--- config.mk ---
export PLATFORM = sky130hd
export DESIGN_NAME = mc_control_sequencer_flat
export DESIGN_NICKNAME = d
export VERILOG_FILES = /design/src/rtl/cpu_ctrl_pkg.sv /design/src/rtl/mc_control_sequencer_if.sv /design/src/rtl/mc_wait_timer.sv /design/src/rtl/mc_control_sequencer.sv /design/src/flat_wrapper.sv
export SDC_FILE = /design/constraint.sdc
export NUM_CORES = 1
export LEC_CHECK = 0
export CAP_MARGIN = 20
export CORE_ASPECT_RATIO = 2
export CORE_MARGIN = 10
export CORE_UTILIZATION = 31
export CTS_CLUSTER_DIAMETER = 50
export DETAILED_ROUTE_END_ITERATION = 16
export PLACE_DENSITY = 0.54
export REMOVE_ABC_BUFFERS = 1
export SLEW_MARGIN = 20
export SYNTH_ARGS = -nofsm -noshare
export SYNTH_HDL_FRONTEND = slang
export SYNTH_SLANG_ARGS = --single-unit
--- constraint.sdc ---
create_clock -name CLK -period 3.48 [get_ports CLK]
set_input_delay 0.348 -clock CLK [delete_from_list [all_inputs] [get_ports CLK]]
set_output_delay 0.348 -clock CLK [all_outputs]
set_load 0.02 [all_outputs]
--- src/rtl/cpu_ctrl_pkg.sv ---
// Shared definitions for the multicycle control sequencer: state encoding,
// opcode constants, register-file write selects, ALU codes and the control word.
package cpu_ctrl_pkg;

   typedef enum logic [3:0] {
      S_FETCH,
      S_IRL,
      S_DECODE,
      S_EXEC,
      S_MEM,
      S_WB,
      S_BR,
      S_HALT,
      S_ERR
   } state_t;

   localparam logic [3:0] OP_LOAD  = 4'h8;
   localparam logic [3:0] OP_STORE = 4'h9;
   localparam logic [3:0] OP_BR    = 4'hA;
   localparam logic [3:0] OP_LOADI = 4'hB;
   localparam logic [3:0] OP_HALT  = 4'hF;

   localparam logic [2:0] RDW_ALU = 3'd0;
   localparam logic [2:0] RDW_MEM = 3'd1;
   localparam logic [2:0] RDW_IMM = 3'd2;

   localparam logic [2:0] ALU_ADD = 3'd0;

   typedef struct packed {
      logic       ir_write;
      logic       pc_write;
      logic       pc_source;
      logic       mem_rd;
      logic       mem_wr;
      logic       mem_addr_sel;
      logic       alu_src_a;
      logic       alu_src_b;
      logic [2:0] alu_op;
      logic [1:0] imm_shift;
      logic       reg_write;
      logic [2:0] rdw_sel;
      logic       halted;
      logic       error;
   } ctrl_t;

   localparam ctrl_t CTL_RESET = '{mem_rd: 1'b1, default: '0};

   // Opcodes 0x0-0x7 are register-register ALU operations.
   function automatic logic is_alu_op(input logic [3:0] opc);
      return ~opc[3];
   endfunction

endpackage

--- src/rtl/mc_control_sequencer_if.sv ---
// Datapath-facing bundle of the control sequencer: status inputs, control word
// outputs and a debug view of the FSM state.
interface mc_control_sequencer_if #(
   parameter int OP_W  = 4,
   parameter int CMP_W = 2
);
   import cpu_ctrl_pkg::*;

   logic [OP_W-1:0]  op;
   logic [CMP_W-1:0] cmpRst;
   logic             mem_ready;
   logic             IRWrite;
   logic             PCWriteEnable;
   logic             PCSource;
   logic             memEnableRead;
   logic             memEnableWrite;
   logic             memAddrSel;
   logic             ALUSrcA;
   logic             ALUSrcB;
   logic [2:0]       ALUOp;
   logic [1:0]       immShift;
   logic             writeEnable;
   logic [2:0]       regDataWrite;
   logic             halted;
   logic             error;
   state_t           dbg_state;

   // Memory handshake: memEnableRead/memEnableWrite are requests that stay asserted
   // and stable until a cycle with mem_ready=1, which completes the access on that
   // CLK edge; mem_ready is ignored whenever no request is outstanding.
   modport master (
      input  op, cmpRst, mem_ready,
      output IRWrite, PCWriteEnable, PCSource, memEnableRead, memEnableWrite,
             memAddrSel, ALUSrcA, ALUSrcB, ALUOp, immShift, writeEnable,
             regDataWrite, halted, error, dbg_state
   );

   modport slave (
      output op, cmpRst, mem_ready,
      input  IRWrite, PCWriteEnable, PCSource, memEnableRead, memEnableWrite,
             memAddrSel, ALUSrcA, ALUSrcB, ALUOp, immShift, writeEnable,
             regDataWrite, halted, error, dbg_state
   );

endinterface

--- src/rtl/mc_wait_timer.sv ---
// Wait-cycle counter for memory accesses; expired flags the last tolerated
// not-ready cycle so the caller can branch to ERR on that edge.
module mc_wait_timer #(
   parameter int TO_W     = 4,
   parameter int MAX_WAIT = 15
) (
   input  logic i_clk,
   input  logic i_rst_n,
   input  logic i_clr,
   input  logic i_en,
   output logic o_expired
);

   localparam logic [TO_W-1:0] LIMIT = TO_W'((MAX_WAIT > 0) ? MAX_WAIT - 1 : 0);

   logic [TO_W-1:0] r_cnt;

   always_ff @(posedge i_clk or negedge i_rst_n) begin
      if (!i_rst_n)   r_cnt <= '0;
      else if (i_clr) r_cnt <= '0;
      else if (i_en)  r_cnt <= r_cnt + 1'b1;
   end

   // A zero limit disables the timeout entirely.
   assign o_expired = (MAX_WAIT > 0) && i_en && (r_cnt == LIMIT);

endmodule

--- src/rtl/mc_control_sequencer.sv ---
// Multicycle control sequencer: FETCH/IRL/DECODE/EXEC/MEM/WB with bounded memory
// waits; the control word is registered from the next state and opcode.
module mc_control_sequencer
   import cpu_ctrl_pkg::*;
#(
   parameter int OP_W         = 4,
   parameter int CMP_W        = 2,
   parameter int MEM_WAIT_MAX = 15,
   parameter int TO_W         = 4
) (
   input  logic                  CLK,
   input  logic                  reset,
   mc_control_sequencer_if.master bus
);

   state_t     r_state, w_next;
   logic [3:0] r_opc, w_opc;
   ctrl_t      r_ctl, w_ctl;
   logic       w_wait, w_clr, w_en, w_expired;

   // The opcode is captured in DECODE so later phases do not depend on the IR.
   assign w_opc  = (r_state == S_DECODE) ? bus.op[OP_W-1 -: 4] : r_opc;
   assign w_wait = (r_state == S_FETCH) || (r_state == S_MEM);
   assign w_en   = w_wait && !bus.mem_ready;
   assign w_clr  = !w_wait || (w_next != r_state);

   mc_wait_timer #(.TO_W(TO_W), .MAX_WAIT(MEM_WAIT_MAX)) u_wait_timer (
      .i_clk     (CLK),
      .i_rst_n   (reset),
      .i_clr     (w_clr),
      .i_en      (w_en),
      .o_expired (w_expired)
   );

   always_comb begin
      w_next = r_state;
      case (r_state)
         S_FETCH:  if (bus.mem_ready) w_next = S_IRL;
                   else if (w_expired) w_next = S_ERR;
         S_IRL:    w_next = S_DECODE;
         S_DECODE: begin
            if (is_alu_op(w_opc)) w_next = S_EXEC;
            else begin
               case (w_opc)
                  OP_LOAD, OP_STORE: w_next = S_EXEC;
                  OP_BR:             w_next = S_BR;
                  OP_LOADI:          w_next = S_WB;
                  OP_HALT:           w_next = S_HALT;
                  default:           w_next = S_ERR;
               endcase
            end
         end
         S_EXEC:   w_next = (w_opc == OP_LOAD || w_opc == OP_STORE) ? S_MEM : S_WB;
         S_MEM:    if (bus.mem_ready) w_next = (w_opc == OP_STORE) ? S_FETCH : S_WB;
                   else if (w_expired) w_next = S_ERR;
         S_WB, S_BR:     w_next = S_FETCH;
         S_HALT, S_ERR:  w_next = r_state;
         default:        w_next = S_ERR;
      endcase
   end

   always_comb begin
      w_ctl = '0;
      case (w_next)
         S_FETCH: w_ctl.mem_rd = 1'b1;
         S_IRL: begin
            w_ctl.ir_write = 1'b1;
            w_ctl.pc_write = 1'b1;
         end
         S_EXEC: begin
            w_ctl.alu_src_a = 1'b1;
            if (is_alu_op(w_opc)) w_ctl.alu_op = w_opc[2:0];
            else begin
               w_ctl.alu_src_b = 1'b1;
               w_ctl.alu_op    = ALU_ADD;
            end
         end
         S_MEM: begin
            w_ctl.mem_addr_sel = 1'b1;
            if (w_opc == OP_STORE) w_ctl.mem_wr = 1'b1;
            else                   w_ctl.mem_rd = 1'b1;
         end
         S_WB: begin
            w_ctl.reg_write = 1'b1;
            w_ctl.rdw_sel   = (w_opc == OP_LOAD)  ? RDW_MEM :
                              (w_opc == OP_LOADI) ? RDW_IMM : RDW_ALU;
         end
         S_BR: if (|bus.cmpRst) begin
            w_ctl.pc_write  = 1'b1;
            w_ctl.pc_source = 1'b1;
            w_ctl.alu_src_b = 1'b1;
         end
         S_HALT:  w_ctl.halted = 1'b1;
         S_ERR:   w_ctl.error  = 1'b1;
         default: w_ctl = '0;
      endcase
   end

   always_ff @(posedge CLK or negedge reset) begin
      if (!reset) begin
         r_state <= S_FETCH;
         r_opc   <= '0;
         r_ctl   <= CTL_RESET;
      end else begin
         r_state <= w_next;
         r_opc   <= w_opc;
         r_ctl   <= w_ctl;
      end
   end

   assign bus.IRWrite        = r_ctl.ir_write;
   assign bus.PCWriteEnable  = r_ctl.pc_write;
   assign bus.PCSource       = r_ctl.pc_source;
   assign bus.memEnableRead  = r_ctl.mem_rd;
   assign bus.memEnableWrite = r_ctl.mem_wr;
   assign bus.memAddrSel     = r_ctl.mem_addr_sel;
   assign bus.ALUSrcA        = r_ctl.alu_src_a;
   assign bus.ALUSrcB        = r_ctl.alu_src_b;
   assign bus.ALUOp          = r_ctl.alu_op;
   assign bus.immShift       = r_ctl.imm_shift;
   assign bus.writeEnable    = r_ctl.reg_write;
   assign bus.regDataWrite   = r_ctl.rdw_sel;
   assign bus.halted         = r_ctl.halted;
   assign bus.error          = r_ctl.error;
   assign bus.dbg_state      = r_state;

endmodule

--- src/flat_wrapper.sv ---
// flat-port wrapper written by rule: the top's interface ports become plain ports
module mc_control_sequencer_flat import cpu_ctrl_pkg::*;
#(
   parameter int OP_W         = 4,
   parameter int CMP_W        = 2,
   parameter int MEM_WAIT_MAX = 15,
   parameter int TO_W         = 4
)
  (CLK, reset, bus_op, bus_cmpRst, bus_mem_ready, bus_IRWrite, bus_PCWriteEnable, bus_PCSource, bus_memEnableRead, bus_memEnableWrite, bus_memAddrSel, bus_ALUSrcA, bus_ALUSrcB, bus_ALUOp, bus_immShift, bus_writeEnable, bus_regDataWrite, bus_halted, bus_error, bus_dbg_state);
  mc_control_sequencer_if #(.OP_W(OP_W), .CMP_W(CMP_W)) bus_i ();
  input  logic CLK;
  input  logic reset;
  input wire logic [$bits(bus_i.op)-1:0] bus_op;
  input wire logic [$bits(bus_i.cmpRst)-1:0] bus_cmpRst;
  input wire logic [$bits(bus_i.mem_ready)-1:0] bus_mem_ready;
  output wire logic [$bits(bus_i.IRWrite)-1:0] bus_IRWrite;
  output wire logic [$bits(bus_i.PCWriteEnable)-1:0] bus_PCWriteEnable;
  output wire logic [$bits(bus_i.PCSource)-1:0] bus_PCSource;
  output wire logic [$bits(bus_i.memEnableRead)-1:0] bus_memEnableRead;
  output wire logic [$bits(bus_i.memEnableWrite)-1:0] bus_memEnableWrite;
  output wire logic [$bits(bus_i.memAddrSel)-1:0] bus_memAddrSel;
  output wire logic [$bits(bus_i.ALUSrcA)-1:0] bus_ALUSrcA;
  output wire logic [$bits(bus_i.ALUSrcB)-1:0] bus_ALUSrcB;
  output wire logic [$bits(bus_i.ALUOp)-1:0] bus_ALUOp;
  output wire logic [$bits(bus_i.immShift)-1:0] bus_immShift;
  output wire logic [$bits(bus_i.writeEnable)-1:0] bus_writeEnable;
  output wire logic [$bits(bus_i.regDataWrite)-1:0] bus_regDataWrite;
  output wire logic [$bits(bus_i.halted)-1:0] bus_halted;
  output wire logic [$bits(bus_i.error)-1:0] bus_error;
  output wire logic [$bits(bus_i.dbg_state)-1:0] bus_dbg_state;
  assign bus_i.op = bus_op;
  assign bus_i.cmpRst = bus_cmpRst;
  assign bus_i.mem_ready = bus_mem_ready;
  assign bus_IRWrite = bus_i.IRWrite;
  assign bus_PCWriteEnable = bus_i.PCWriteEnable;
  assign bus_PCSource = bus_i.PCSource;
  assign bus_memEnableRead = bus_i.memEnableRead;
  assign bus_memEnableWrite = bus_i.memEnableWrite;
  assign bus_memAddrSel = bus_i.memAddrSel;
  assign bus_ALUSrcA = bus_i.ALUSrcA;
  assign bus_ALUSrcB = bus_i.ALUSrcB;
  assign bus_ALUOp = bus_i.ALUOp;
  assign bus_immShift = bus_i.immShift;
  assign bus_writeEnable = bus_i.writeEnable;
  assign bus_regDataWrite = bus_i.regDataWrite;
  assign bus_halted = bus_i.halted;
  assign bus_error = bus_i.error;
  assign bus_dbg_state = bus_i.dbg_state;
  mc_control_sequencer #(.OP_W(OP_W), .CMP_W(CMP_W), .MEM_WAIT_MAX(MEM_WAIT_MAX), .TO_W(TO_W)) u_core (.CLK(CLK), .reset(reset), .bus(bus_i));
endmodule
# --- Word-level counts from Yosys, hierarchy flattened ---
# Index checks and enable logic that the tools add are counted.
classes:
  addsub: 1
  n_eq_ne: 22
  n_mux: 30
  n_reduce_logical: 14
op_table:
  columns: ["operator", "count"]
  rows:
  - ["4-bit by 3-bit == test with 1-bit output (second input constant)", 8]
  - ["4-bit == test (second input constant)", 8]
  - ["4-bit 2-to-1 mux", 8]
  - ["4-bit one-hot mux with 7 select lines", 1]
  - ["4-bit one-hot mux with 4 select lines", 1]
  - ["4-bit by 2-bit == test with 1-bit output (second input constant)", 3]
  - ["3-bit 2-to-1 mux", 4]
  - ["1-bit 2-to-1 mux", 10]
  - ["4-bit by 1-bit == test with 1-bit output (second input constant)", 2]
  - ["4-bit zero test", 2]
  - ["2-bit OR reduction", 4]
  - ["2-bit 2-to-1 mux", 3]
  - ["1-bit one-hot mux with 2 select lines", 3]
  - ["4-bit by 1-bit adder with 4-bit output (second input constant)", 1]
  - ["4-bit != test", 1]
  - ["1-bit logical OR", 3]
  - ["1-bit logical AND", 2]
  - ["1-bit zero test", 2]
  - ["2-bit nonzero test", 1]
totals:
  register_bits: 29
  inputBits: 9
  out_inout_bits: 23
  elab_cells: 83

# --- Depth between registers and ports, before layout ---
# Gate-level depths: netlist of run 1.
depth:
  word_depth: 10
  ltp_mapped: 7
  depth_no_buf: 6

# --- Modules after synthesis ---
# Synthesis of run 1 repeated with hierarchy kept, for this count alone.
unflattened:
  hier_cells: 125
  area_unflattened_um2: 1396.3
modules_own_cells:
  columns: ["module", "instances", "cells_per_inst", "area_per_inst_um2", "seq_area_each_um2"]
  rows:
  - ["mc_control_sequencer", 1, 105, 1173.6, 601.8]
  - ["mc_wait_timer", 1, 20, 222.7, 100.1]

# --- Worst setup path before layout of run 1 ---
# OpenSTA, ideal clock, no wires.
synth_path:
  path_type: "reg-to-reg"
  start: "reg u_core.r_state[0] (netlist: u_core.bus.dbg_state[0])"
  end: "reg u_core.r_ctl (netlist bit u_core.bus.ALUSrcB)"
  setup_ns: 0.096
  t_arrival_ns: 1.892
  required_ns: 3.384
  setup_slack_ns: 1.492
  stages_incl_launch_ff: 7
  path_buffers: 2
  period_less_slack_ns: 1.988
  path_cell_list: "dfrtp_1 buf_6 or4b_1 buf_6 o31ai_4 a311oi_4 o31ai_1"
synth_rtl:
  columns: ["element", "line", "rtl"]
  rows:
  - ["from (decl)", "mc_control_sequencer.sv:16", "state_t r_state, w_next;"]
  - ["from (signal assigned)", "mc_control_sequencer.sv:105", "r_state <= w_next;"]
  - ["to (signal assigned)", "mc_control_sequencer.sv:107", "r_ctl <= w_ctl;"]
  - ["to (decl)", "mc_control_sequencer.sv:18", "ctrl_t r_ctl, w_ctl;"]

==> results.txt, run 1 <==
----------------------------------------------------
[Power and ir drop]
  Net Sw Power ... 118.3 uW
  Cell internal pwr ... 492.0 uW
  Clock network fraction of design power ... 41.5%
  Sequential fraction of design power ... 53.3%
  Design Power ... 610.3 uW
  Peak supply drop ... 0.1783 mV
  Fraction of power spent switching nets ... 19.38%
  Leakage power ... 0.7513 nW
  Cell area power density ... 344.0 nW/um^2
  Comb pwr share ... 5.2%

[STA]
  Clock Skews ... 0.003353 ns
  Worst max-slew margin expressed relative to the limit ... 38.41%
  Final hold violation count ... 0
  Endpoints failing setup ... 0
  Unrepaired setup endpoints after global routing ... no
  Final max-slew violation count ... 0
  Total Negative Setup Slacks ... 0 ns
  Fmax ... 0.4323 GHz
  Final cycle utilization of the critical path ... 66.47%
  Crit path time final ... 2.313 ns
  Worst slew pin tran ... 0.9209 ns

[Critical path]
  Cell Chain, Critical Path ... clkdlybuf4s50_1 > a21boi_1 > o21ai_0 > a32oi_1 > clkinv_1 > a2111oi_2
  Data arrival time of the critical path ... 2.48 ns
  Sort of element at the start of the critical path ... input port
  Reg-to-Reg End ... u_core.bus.ALUSrcB
  Worst-path fanout max ... 8
  Depth of the most critical reg-to-reg path ... 4
  R2R setup slack ... 1.17 ns
  Data required time of the worst path ... 3.65 ns
  Startpoint of the most critical register-to-register path ... u_core.bus.dbg_state[0]
  Largest stage delay on the critical path ... 0.59 ns
  Kind of end point of the critical path ... register
  Worst-path cell with the longest stage delay ... clkdlybuf4s50_1
  Buffers plus inverters on the worst setup path ... 2
  Cell family with most CP delay ... compound AO/OA/AOI/OAI gates
  Worst Setup Path Type ... in -> reg

[Finish]
  Fillers ... 437
  Finished Core Util ... 40.49%
  Fin cells ... 209
  Multi-input logic area ... 623.1 sq um
  Register cell area after layout ... 701.9 sq um
  Non-Filler Cell Area, Final ... 1774 sq um
  Layout cells sized above 1 ... 10.97%
  Final Net Count ... 167
  Area overhead of the layout relative to synthesis ... 25.82%
  Commonest non-fill, non-tap cells in the layout ... clkdlybuf4s50_1, dfrtp_1, nand2_1
  Leading cell type in the layout, fill and taps excluded ... clkdlybuf4s50_1
  Ant. Diodes ... 0

[Placed design]
  Weighted congestion reported at the end of routability-driven placement ... 0.7818
  Post-detailed-placement cell area ... 1703 sq um
  Buffers added on ports ... 28
  Post-placement cell count ... 205
  Final HPWL from detailed placement ... 2.617 mm

[Worst hold path]
  Worst min-delay path category ... reg -> reg
  Hold Path Depth ... 1
  Launch point of the worst hold path ... u_core.u_wait_timer.r_cnt[0]
  WHS Endpoint ... u_core.u_wait_timer.r_cnt[0]

[Synth]
  Total of warnings raised by yosys ... 0
  Number of enable flip-flop cells after synthesis ... 0
  Cell count after synthesis ... 129
  Part of the Yosys area used for sequential elements ... 49.78%
  Avg Inst Size Synth ... 10.93 sq um
  Distinct cell type count after synthesis ... 49
  Fraction of post-synthesis cell area in the top cell type by area ... 47.91%
  Top area cells in the synthesized netlist ... dfrtp_1, nand2_1, nor3_1, buf_6, a311oi_4
  Asr flop ratio synth ... 100.0%
  Synth area leader ... dfrtp_1
  Main flop type after synthesis ... dfrtp_1
  Post-synthesis instance area ... 1410 sq um
  Post-synthesis sequential element count ... 28

[Global route]
  Global Route Usage Sum ... 9.098%
  Initial antenna violation count ... 0
  Global-route congestion overflow total ... 0
  Vias in the first global route ... 1,081
  Maximum number of pins on one net before global-route repair ... 21
  First-pass GRT wire length ... 5.430 mm

[Clock tree]
  Deepest clock path buffer count ... 2
  Setup repair bufs after CTS ... 0
  Latest clock arrival within the worst-skew pair ... 0.27 ns
  Buffer type at the clock tree root ... clkbuf_8
  TritonCTS clock tree ... yes
  Number of clock sinks ... 28
  PostCTS Resize Cnt ... 0
  Deepest level of the CTS H-tree ... 1
  Clock slew at the register clock pins of the worst setup and hold paths ... 0.10 ns
  Number of clock buffers inserted by TritonCTS ... 3
  CTS hold repair buffers ... 0

[Routing]
  First-iteration detailed-routing DRC count ... 33
  Wire length per cell after detailed routing ... 16.05 microns
  Antenna Nets Post-Route ... 0
  Via density per instance ... 4.962
  DRC errors left ... 0
  Total Wirelength ... 3.355 mm
  Total number of vias ... 1,037
  Total iterations of the first detailed-routing run ... 4

[Floorplanning]
  Top-level port count ... 32
  Starting density of the core ... 32.18%
  Die W ... 67.69 microns
  Site row count ... 34
  Die extent in y ... 115.4 microns
  Die Outline Area ... 7810 sq um
  Core box area ... 4382 sq um

[Status]
  Status ... complete, no violations

[Flow run]
  Max cap viols ... 0

----------------------------------------------------
==> through the flow <==
| step | hold WS (ns) | worst slack, ns |
|---|---|---|
| 2_1_floorplan | 0.05241 | 1.426 |
| 3_3_place_gp | 0.4868 | 0.9119 |
| 3_5_place_dp | 0.5051 | 0.8338 |
| 4_1_cts | 0.5187 | 1.143 |
| 5_1_grt | 0.5449 | 0.9361 |
| 6_report | 0.5213 | 1.167 |
==> sequential cells by signal (all words and copies together), names as in the netlist, 2 cells and up <==
| register | flops |
|---|---|
| u_core.r_opc | 4 |
| u_core.bus.regDataWrite | 2 |
| u_core.u_wait_timer.r_cnt | 4 |
| u_core.bus.ALUOp | 3 |
| u_core.bus.dbg_state | 4 |
==> kinds of logic (layout without fill, tap and decap cells) <==
kind of cell               Yosys count  in the layout  synth area share, %
buffers and inverters               15             39                6.565
DFF                                 28             28                49.78
AOI/OAI and AO/OA                   20             20                13.84
other                                1              3               0.2659
adders and majority gates            2              2                1.774
and+or+nand+nor                     59             59                25.20
muxes                                1              1               0.7099
xor gates and xnor gates             3              3                1.864
==> synth_stat cells, drive strengths merged (2+ instances only) <==
library cell and count:
and3 3, dfrtp 27, nor4bb 2, inv 5, nor3 8, o211ai 2, o31a 2, nor2b 4
nor4 2, nand2 16, nor2 5, o31ai 3, o21ai 2, nand4 3, buf 8, nand3 3
a21bo 2, ha 2, and2 4, xor2 2, nor4b 2
==> worst max path at each step <==
stage	slack, ns	depth (start not counted)	startpoint	to
3_5_place_dp	0.83	6	bus_op[2]	u_core.bus.regDataWrite[1]
4_1_cts	1.14	6	bus_op[2]	u_core.bus.regDataWrite[1]
3_3_place_gp	0.91	6	bus_op[2]	u_core.bus.regDataWrite[1]
2_1_floorplan	1.43	4	u_core.bus.dbg_state[0]	u_core.bus.ALUSrcA
5_1_grt	0.94	6	bus_op[2]	u_core.bus.regDataWrite[1]
6_report	1.17	6	bus_op[2]	u_core.bus.regDataWrite[1]
==> power by group through the flow <==
| stage | logic (mW) | registers [mW] | clock network (mW) |
|---|---|---|---|
| 2_1_floorplan | 0.0102 | 0.332 | 0 |
| 3_3_place_gp | 0.0319 | 0.332 | 0 |
| 3_5_place_dp | 0.0323 | 0.332 | 0 |
| 4_1_cts | 0.0324 | 0.325 | 0.261 |
| 5_1_grt | 0.0355 | 0.325 | 0.275 |
| 6_report | 0.0320 | 0.325 | 0.253 |
==> final cells by class <==
class,instances,area share [%]
Tap cell,54,3.808
Multi-Input combinational cell,88,35.12
Clock inverter,1,1.693
Inverter,6,1.269
Clock buffer,3,2.327
Sequential cell,28,39.56
Timing Repair Buffer,29,16.22
==> routing by layer <==
metal  vias up  routed length (microns)  track usage (%)
li1        500                        -                -
met1       515                     1166            8.861
met2        18                     1958            16.95
met3         4                      159            1.657
met4         0                       72            4.821
met5         -                        0                0
(Power assumes the default switching activity.)
==> run 2: changes to the inputs <==
==> constraint.sdc (replaced) <==
create_clock -name CLK -period 2.4 [get_ports CLK]
set_input_delay 0.24 -clock CLK [delete_from_list [all_inputs] [get_ports CLK]]
set_output_delay 0.24 -clock CLK [all_outputs]
set_load 0.02 [all_outputs]
==> run 2 against run 1 <==
Clock skew is 0.00087 ns lower. Cell count is 3.3% higher. Clock power is 45% higher. Global-route usage is 0.098 points higher. Critical path depth is 2 lower. First-iteration DRC count is 6.1% lower. Via count is 1.4% higher. Non-clock buffer count is 7 higher. Sequential cell count stayed put.
==> results.txt, run 2 (same netlist as run 1, synthesis figures left out) <==
----------------------------------------------------
[Status]
  Status ... complete, no violations

[Global route]
  Maximum number of pins on one net before global-route repair ... 29 (+38%)
  Vias in the first global route ... 1,063 (-1.7%)
  Global Route Usage Sum ... 9.195% (+0.098 points)
  Global-route congestion overflow total ... 0 (unchanged)
  Initial antenna violation count ... 0 (unchanged)
  First-pass GRT wire length ... 5.485 mm (+1.0%)

[Routing]
  First-iteration detailed-routing DRC count ... 31 (-6.1%)
  Via density per instance ... 4.870 (-1.8%)
  Antenna Nets Post-Route ... 0 (unchanged)
  Total iterations of the first detailed-routing run ... 4 (unchanged)
  Total number of vias ... 1,052 (+1.4%)
  Total Wirelength ... 3.436 mm (+2.4%)
  Wire length per cell after detailed routing ... 15.91 microns (-0.90%)
  DRC errors left ... 0 (unchanged)

[Finish]
  Leading cell type in the layout, fill and taps excluded ... clkdlybuf4s50_1
  Area overhead of the layout relative to synthesis ... 29.55%
  Commonest non-fill, non-tap cells in the layout ... clkdlybuf4s50_1, dfrtp_1, nand2_1
  Layout cells sized above 1 ... 14.81% (+3.8 points)
  Fin cells ... 216 (+3.3%)
  Final Net Count ... 174 (+4.2%)
  Ant. Diodes ... 0 (unchanged)

[STA]
  Minimum setup slack in the final design ... 0.2929 ns (-0.8738 ns)
  Fmax ... 0.4746 GHz
  Endpoints failing setup ... 0 (unchanged)
  Final cycle utilization of the critical path ... 87.80%
  Crit path time final ... 2.107 ns
  Worst slew pin tran ... 0.5759 ns (-0.3450 ns)
  Worst max-slew margin expressed relative to the limit ... 61.12% (+23 points)
  Final max-slew violation count ... 0 (unchanged)
  Unrepaired setup endpoints after global routing ... no
  Final hold violation count ... 0 (unchanged)
  Clock Skews ... 0.002482 ns (-0.0008717 ns)
  Total Negative Setup Slacks ... 0 ns (unchanged)

[Clock tree]
  Number of clock sinks ... 28 (unchanged)
  Deepest level of the CTS H-tree ... 1 (unchanged)
  CTS hold repair buffers ... 0 (unchanged)
  Latest clock arrival within the worst-skew pair ... 0.27 ns (about the same)
  Deepest clock path buffer count ... 2 (unchanged)
  PostCTS Resize Cnt ... 0 (unchanged)
  Setup repair bufs after CTS ... 0 (unchanged)
  Clock slew at the register clock pins of the worst setup and hold paths ... 0.10 ns (about the same)
  TritonCTS clock tree ... yes
  Buffer type at the clock tree root ... clkbuf_8
  Number of clock buffers inserted by TritonCTS ... 3 (unchanged)

[Floorplanning]
  Die Outline Area ... 7810 sq um (unchanged)
  Top-level port count ... 32 (unchanged)
  Site row count ... 34 (unchanged)
  Die W ... 67.69 microns (unchanged)
  Die extent in y ... 115.4 microns (unchanged)
  Core box area ... 4382 sq um (unchanged)
  Starting density of the core ... 32.18% (unchanged)

[Worst hold path]
  Worst min-delay path category ... in -> async

[Power and ir drop]
  Peak supply drop ... 0.3271 mV (+83%)
  Leakage power ... 0.7862 nW (+4.7%)
  Cell area power density ... 485.8 nW/um^2 (+41%)

[Placed design]
  Post-placement cell count ... 212 (+3.4%)
  Final HPWL from detailed placement ... 2.706 mm (+3.4%)
  Weighted congestion reported at the end of routability-driven placement ... 0.7786 (-0.41%)
  Buffers added on ports ... 28 (unchanged)
  Setup WS pre-CTS ... 0.1527 ns (-0.6811 ns)

[Critical path]
  Data required time of the worst path ... 2.58 ns (-1.07 ns)
  Worst-path fanout max ... 10 (+2)
  Depth of the most critical reg-to-reg path ... 4 (unchanged)
  Sort of element at the start of the critical path ... register
  Worst Setup Path Type ... reg -> reg
  Startpoint of the most critical register-to-register path ... u_core.bus.dbg_state[1]
  Reg-to-Reg End ... u_core.bus.PCWriteEnable
  R2R setup slack ... 0.29 ns (-0.87 ns)
  Kind of end point of the critical path ... register
  Data arrival time of the critical path ... 2.29 ns (-0.19 ns)

[Flow run]
  Max cap viols ... 0 (unchanged)

----------------------------------------------------
[run 2: changes by cell type in the layout (fill, tap and decap cells not counted)]
cell,delta
buf_4,+7
[run 2: worst max path at each step]
stage                       startpoint                        to  slack, ns  depth (start not counted)
6_report       u_core.bus.dbg_state[1]  u_core.bus.PCWriteEnable       0.29                          4
5_1_grt        u_core.bus.dbg_state[1]  u_core.bus.PCWriteEnable       0.18                          4
4_1_cts        u_core.bus.dbg_state[1]  u_core.bus.PCWriteEnable       0.30                          4
3_5_place_dp                 bus_op[0]        u_core.bus.ALUSrcA       0.15                          5
3_3_place_gp                 bus_op[0]        u_core.bus.ALUSrcA       0.09                          5
2_1_floorplan  u_core.bus.dbg_state[0]        u_core.bus.ALUSrcA       0.35                          4
[run 2: cell type report]
| class | instances | area (sq um) |
|---|---|---|
| clock buffers | 3 | 41.29 |
| clock inverters | 1 | 30.03 |
| fillers | 424 | 2555 |
| inverters | 6 | 22.52 |
| multi-input cells | 88 | 623.1 |
| flip-flops and latches | 28 | 701.9 |
| well taps | 54 | 67.56 |
| repair buffers | 36 | 340.3 |
[run 2: metrics by stage]
stage	power, mW	area [sq um]	hold WS, ns	util (%)
2_1_floorplan	0.4956	1348	-0.05559	-
3_3_place_gp	0.5281	1755	0.4896	40.06
3_5_place_dp	0.5291	1755	0.4938	40.06
4_1_cts	0.9024	1827	0.3556	41.69
5_1_grt	0.9254	1827	0.3790	41.69
6_report	0.8874	1827	0.3414	41.69
[run 2: metal layers]
layer  up-vias  track usage, %  share of wire (%)
met5         -               0                  0
met2        17           16.26                 56
li1        521               -                  -
met1       506           9.211                 36
met4         0           5.372                2.7
met3         8           2.242                5.1
[run 2: worst max-delay path, stage by stage (launching register included)]
cell and delay, ns:
dfrtp_1 0.54, or4b_1 0.66, o31ai_4 0.38, a311oi_4 0.12, o31ai_1 0.29
[run 2: power by group]
part / leakage (nW) / switching, mW / internal (mW)
logic: 0.394 / 0.0279 / 0.0200
registers: 0.356 / 0 / 0.471
clock network: 0.0357 / 0.145 / 0.223
==> run 3: changes to the inputs <==
--- a/config.mk
+++ b/config.mk
@@ -11,6 +11,7 @@
 export CORE_UTILIZATION = 31
 export CTS_CLUSTER_DIAMETER = 50
 export DETAILED_ROUTE_END_ITERATION = 16
+export MAX_ROUTING_LAYER = met4
 export PLACE_DENSITY = 0.54
 export REMOVE_ABC_BUFFERS = 1
 export SLEW_MARGIN = 20
==> run 3 against run 2 <==
Cell count is the same. Sequential share of layout area stayed put. Sequential cell count unchanged. Register-to-register slack hardly changed. Sequential power hardly changed. Via count rose by 0.67%. Clock skew hardly changed. Worst hold slack worse by 0.0018 ns. Non-clock buffer count stayed put. Routed wire length shrank 0.90%. Die area did not move. Largest cell class unchanged. Highest routed layer unchanged.
==> results.txt, run 3 (same netlist as run 1, synthesis figures left out) <==
----------------------------------------------------
[Status]
  Status ... complete, no violations

[Clock tree]
  Setup repair bufs after CTS ... 0 (unchanged)
  Buffer type at the clock tree root ... clkbuf_8
  Number of clock buffers inserted by TritonCTS ... 3 (unchanged)
  Number of clock sinks ... 28 (unchanged)
  CTS hold repair buffers ... 0 (unchanged)
  Deepest clock path buffer count ... 2 (unchanged)
  Latest clock arrival within the worst-skew pair ... 0.27 ns (about the same)
  TritonCTS clock tree ... yes
  Clock slew at the register clock pins of the worst setup and hold paths ... 0.10 ns (about the same)
  Deepest level of the CTS H-tree ... 1 (unchanged)
  PostCTS Resize Cnt ... 0 (unchanged)

[Floorplanning]
  Die W ... 67.69 microns (unchanged)
  Top-level port count ... 32 (unchanged)
  Core box area ... 4382 sq um (unchanged)
  Die Outline Area ... 7810 sq um (unchanged)
  Die extent in y ... 115.4 microns (unchanged)
  Site row count ... 34 (unchanged)
  Starting density of the core ... 32.18% (unchanged)

[Power and ir drop]
  Sequential fraction of design power ... 53.1% (about the same)
  Fraction of power spent switching nets ... 19.57% (+0.093 points)
  Clock network fraction of design power ... 41.6% (about the same)
  Comb pwr share ... 5.4% (about the same)
  Peak supply drop ... 0.3290 mV (+0.58%)
  Cell area power density ... 486.4 nW/um^2 (+0.12%)
  Cell internal pwr ... 714.6 uW (about the same)
  Leakage power ... 0.7862 nW (unchanged)
  Net Sw Power ... 173.9 uW (+0.60%)

[Critical path]
  Depth of the most critical reg-to-reg path ... 4 (unchanged)
  Data arrival time of the critical path ... 2.28 ns (about the same)
  Kind of end point of the critical path ... register
  Startpoint of the most critical register-to-register path ... u_core.bus.dbg_state[1]
  Worst-path cell with the longest stage delay ... or4b_1
  Cell Chain, Critical Path ... or4b_1 > o31ai_4 > a311oi_4 > o31ai_1
  Sort of element at the start of the critical path ... register
  Worst-path fanout max ... 10 (unchanged)
  Largest stage delay on the critical path ... 0.66 ns (about the same)
  Reg-to-Reg End ... u_core.bus.PCWriteEnable
  Data required time of the worst path ... 2.58 ns (about the same)
  Worst Setup Path Type ... reg -> reg
  R2R setup slack ... 0.30 ns (about the same)

[STA]
  Clock Skews ... 0.002314 ns (-0.0001678 ns)
  Worst max-slew margin expressed relative to the limit ... 60.59% (-0.53 points)
  Final hold violation count ... 0 (unchanged)
  Final cycle utilization of the critical path ... 87.45% (-0.35 points)
  Final max-slew violation count ... 0 (unchanged)
  Fmax ... 0.4765 GHz (+0.40%)
  Worst slew pin tran ... 0.5838 ns (+0.007854 ns)
  Crit path time final ... 2.099 ns (-0.008402 ns)
  Endpoints failing setup ... 0 (unchanged)
  Total Negative Setup Slacks ... 0 ns (unchanged)
  Unrepaired setup endpoints after global routing ... no

[Finish]
  Commonest non-fill, non-tap cells in the layout ... clkdlybuf4s50_1, dfrtp_1, nand2_1
  Fillers ... 424 (unchanged)
  Area overhead of the layout relative to synthesis ... 29.55% (unchanged)
  Final Net Count ... 174 (unchanged)
  Ant. Diodes ... 0 (unchanged)
  Leading cell type in the layout, fill and taps excluded ... clkdlybuf4s50_1
  Layout cells sized above 1 ... 14.81% (unchanged)
  Fin cells ... 216 (unchanged)

[Routing]
  Antenna Nets Post-Route ... 0 (unchanged)
  Total iterations of the first detailed-routing run ... 4 (unchanged)
  Wire length per cell after detailed routing ... 15.76 microns (-0.90%)
  Via density per instance ... 4.903 (+0.67%)
  Total number of vias ... 1,059 (+0.67%)
  First-iteration detailed-routing DRC count ... 23 (-26%)
  Total Wirelength ... 3.405 mm (-0.90%)
  DRC errors left ... 0 (unchanged)

[Placed design]
  Post-placement cell count ... 212 (unchanged)
  Weighted congestion reported at the end of routability-driven placement ... 0.7892 (+1.4%)
  Final HPWL from detailed placement ... 2.706 mm (unchanged)
  Buffers added on ports ... 28 (unchanged)

[Global route]
  Vias in the first global route ... 1,071 (+0.75%)
  Initial antenna violation count ... 0 (unchanged)
  First-pass GRT wire length ... 5.444 mm (-0.75%)
  Global-route congestion overflow total ... 0 (unchanged)
  Maximum number of pins on one net before global-route repair ... 29 (unchanged)
  Global Route Usage Sum ... 9.377% (+0.18 points)

[Flow run]
  Max cap viols ... 0 (unchanged)

[Worst hold path]
  Worst min-delay path category ... in -> async

----------------------------------------------------
## run 3: cell counts in the layout (fill, tap and decap cells not counted)
No cell type changed its count.
## run 3: per-layer routing
| metal | track usage (%) | vias up | wire length [microns] |
|---|---|---|---|
| met5 | - | - | 0 |
| met4 | 5.510 | 0 | 91 |
| met3 | 2.047 | 6 | 166 |
| met2 | 16.19 | 17 | 1945 |
| met1 | 9.096 | 517 | 1202 |
| li1 | - | 519 | - |
## run 3: worst max-delay path by stage
stage	endpoint	slack, ns	startpoint
floorplan	u_core.bus.ALUSrcA	0.35	u_core.bus.dbg_state[0]
global placement	u_core.bus.ALUSrcA	0.09	bus_op[0]
detailed placement	u_core.bus.ALUSrcA	0.15	bus_op[0]
CTS	u_core.bus.PCWriteEnable	0.30	u_core.bus.dbg_state[1]
global route	u_core.bus.PCWriteEnable	0.18	u_core.bus.dbg_state[1]
finish	u_core.bus.PCWriteEnable	0.30	u_core.bus.dbg_state[1]
## run 3: power groups by stage
| stage | Clock [mW] | Combinational [mW] | Sequential (mW) |
|---|---|---|---|
| floorplan | 0 | 0.0148 | 0.481 |
| global placement | 0 | 0.0474 | 0.481 |
| detailed placement | 0 | 0.0484 | 0.481 |
| CTS | 0.382 | 0.0486 | 0.472 |
| global route | 0.398 | 0.0537 | 0.472 |
| finish | 0.369 | 0.0477 | 0.471 |
## run 3: area by class of cell
type | count | area [sq um] | area share [%]
timing repair buffer | 36 | 340.3 | 18.63
inverter | 6 | 22.52 | 1.233
multi-input combinational | 88 | 623.1 | 34.11
tap | 54 | 67.56 | 3.699
sequential | 28 | 701.9 | 38.42
clock buffer | 3 | 41.29 | 2.260
clock inverter | 1 | 30.03 | 1.644
## run 3: critical path: cells and delay by family (launching register included)
kind	cells	cell delay (ns)
and+or+nand+nor	1	0.66
AOI/OAI and AO/OA	3	0.79
DFF	1	0.54
## run 3: per-stage QoR
step	utilization, %	worst slack (ns)	cell area [sq um]	power, mW	hold WS [ns]
floorplan	-	0.3458	1348	0.4956	-0.05559
global placement	40.06	0.09443	1755	0.5281	0.4896
detailed placement	40.06	0.1527	1755	0.5291	0.4938
CTS	41.69	0.2999	1827	0.9024	0.3556
global route	41.69	0.1814	1827	0.9237	0.3812
finish	41.69	0.3013	1827	0.8885	0.3395
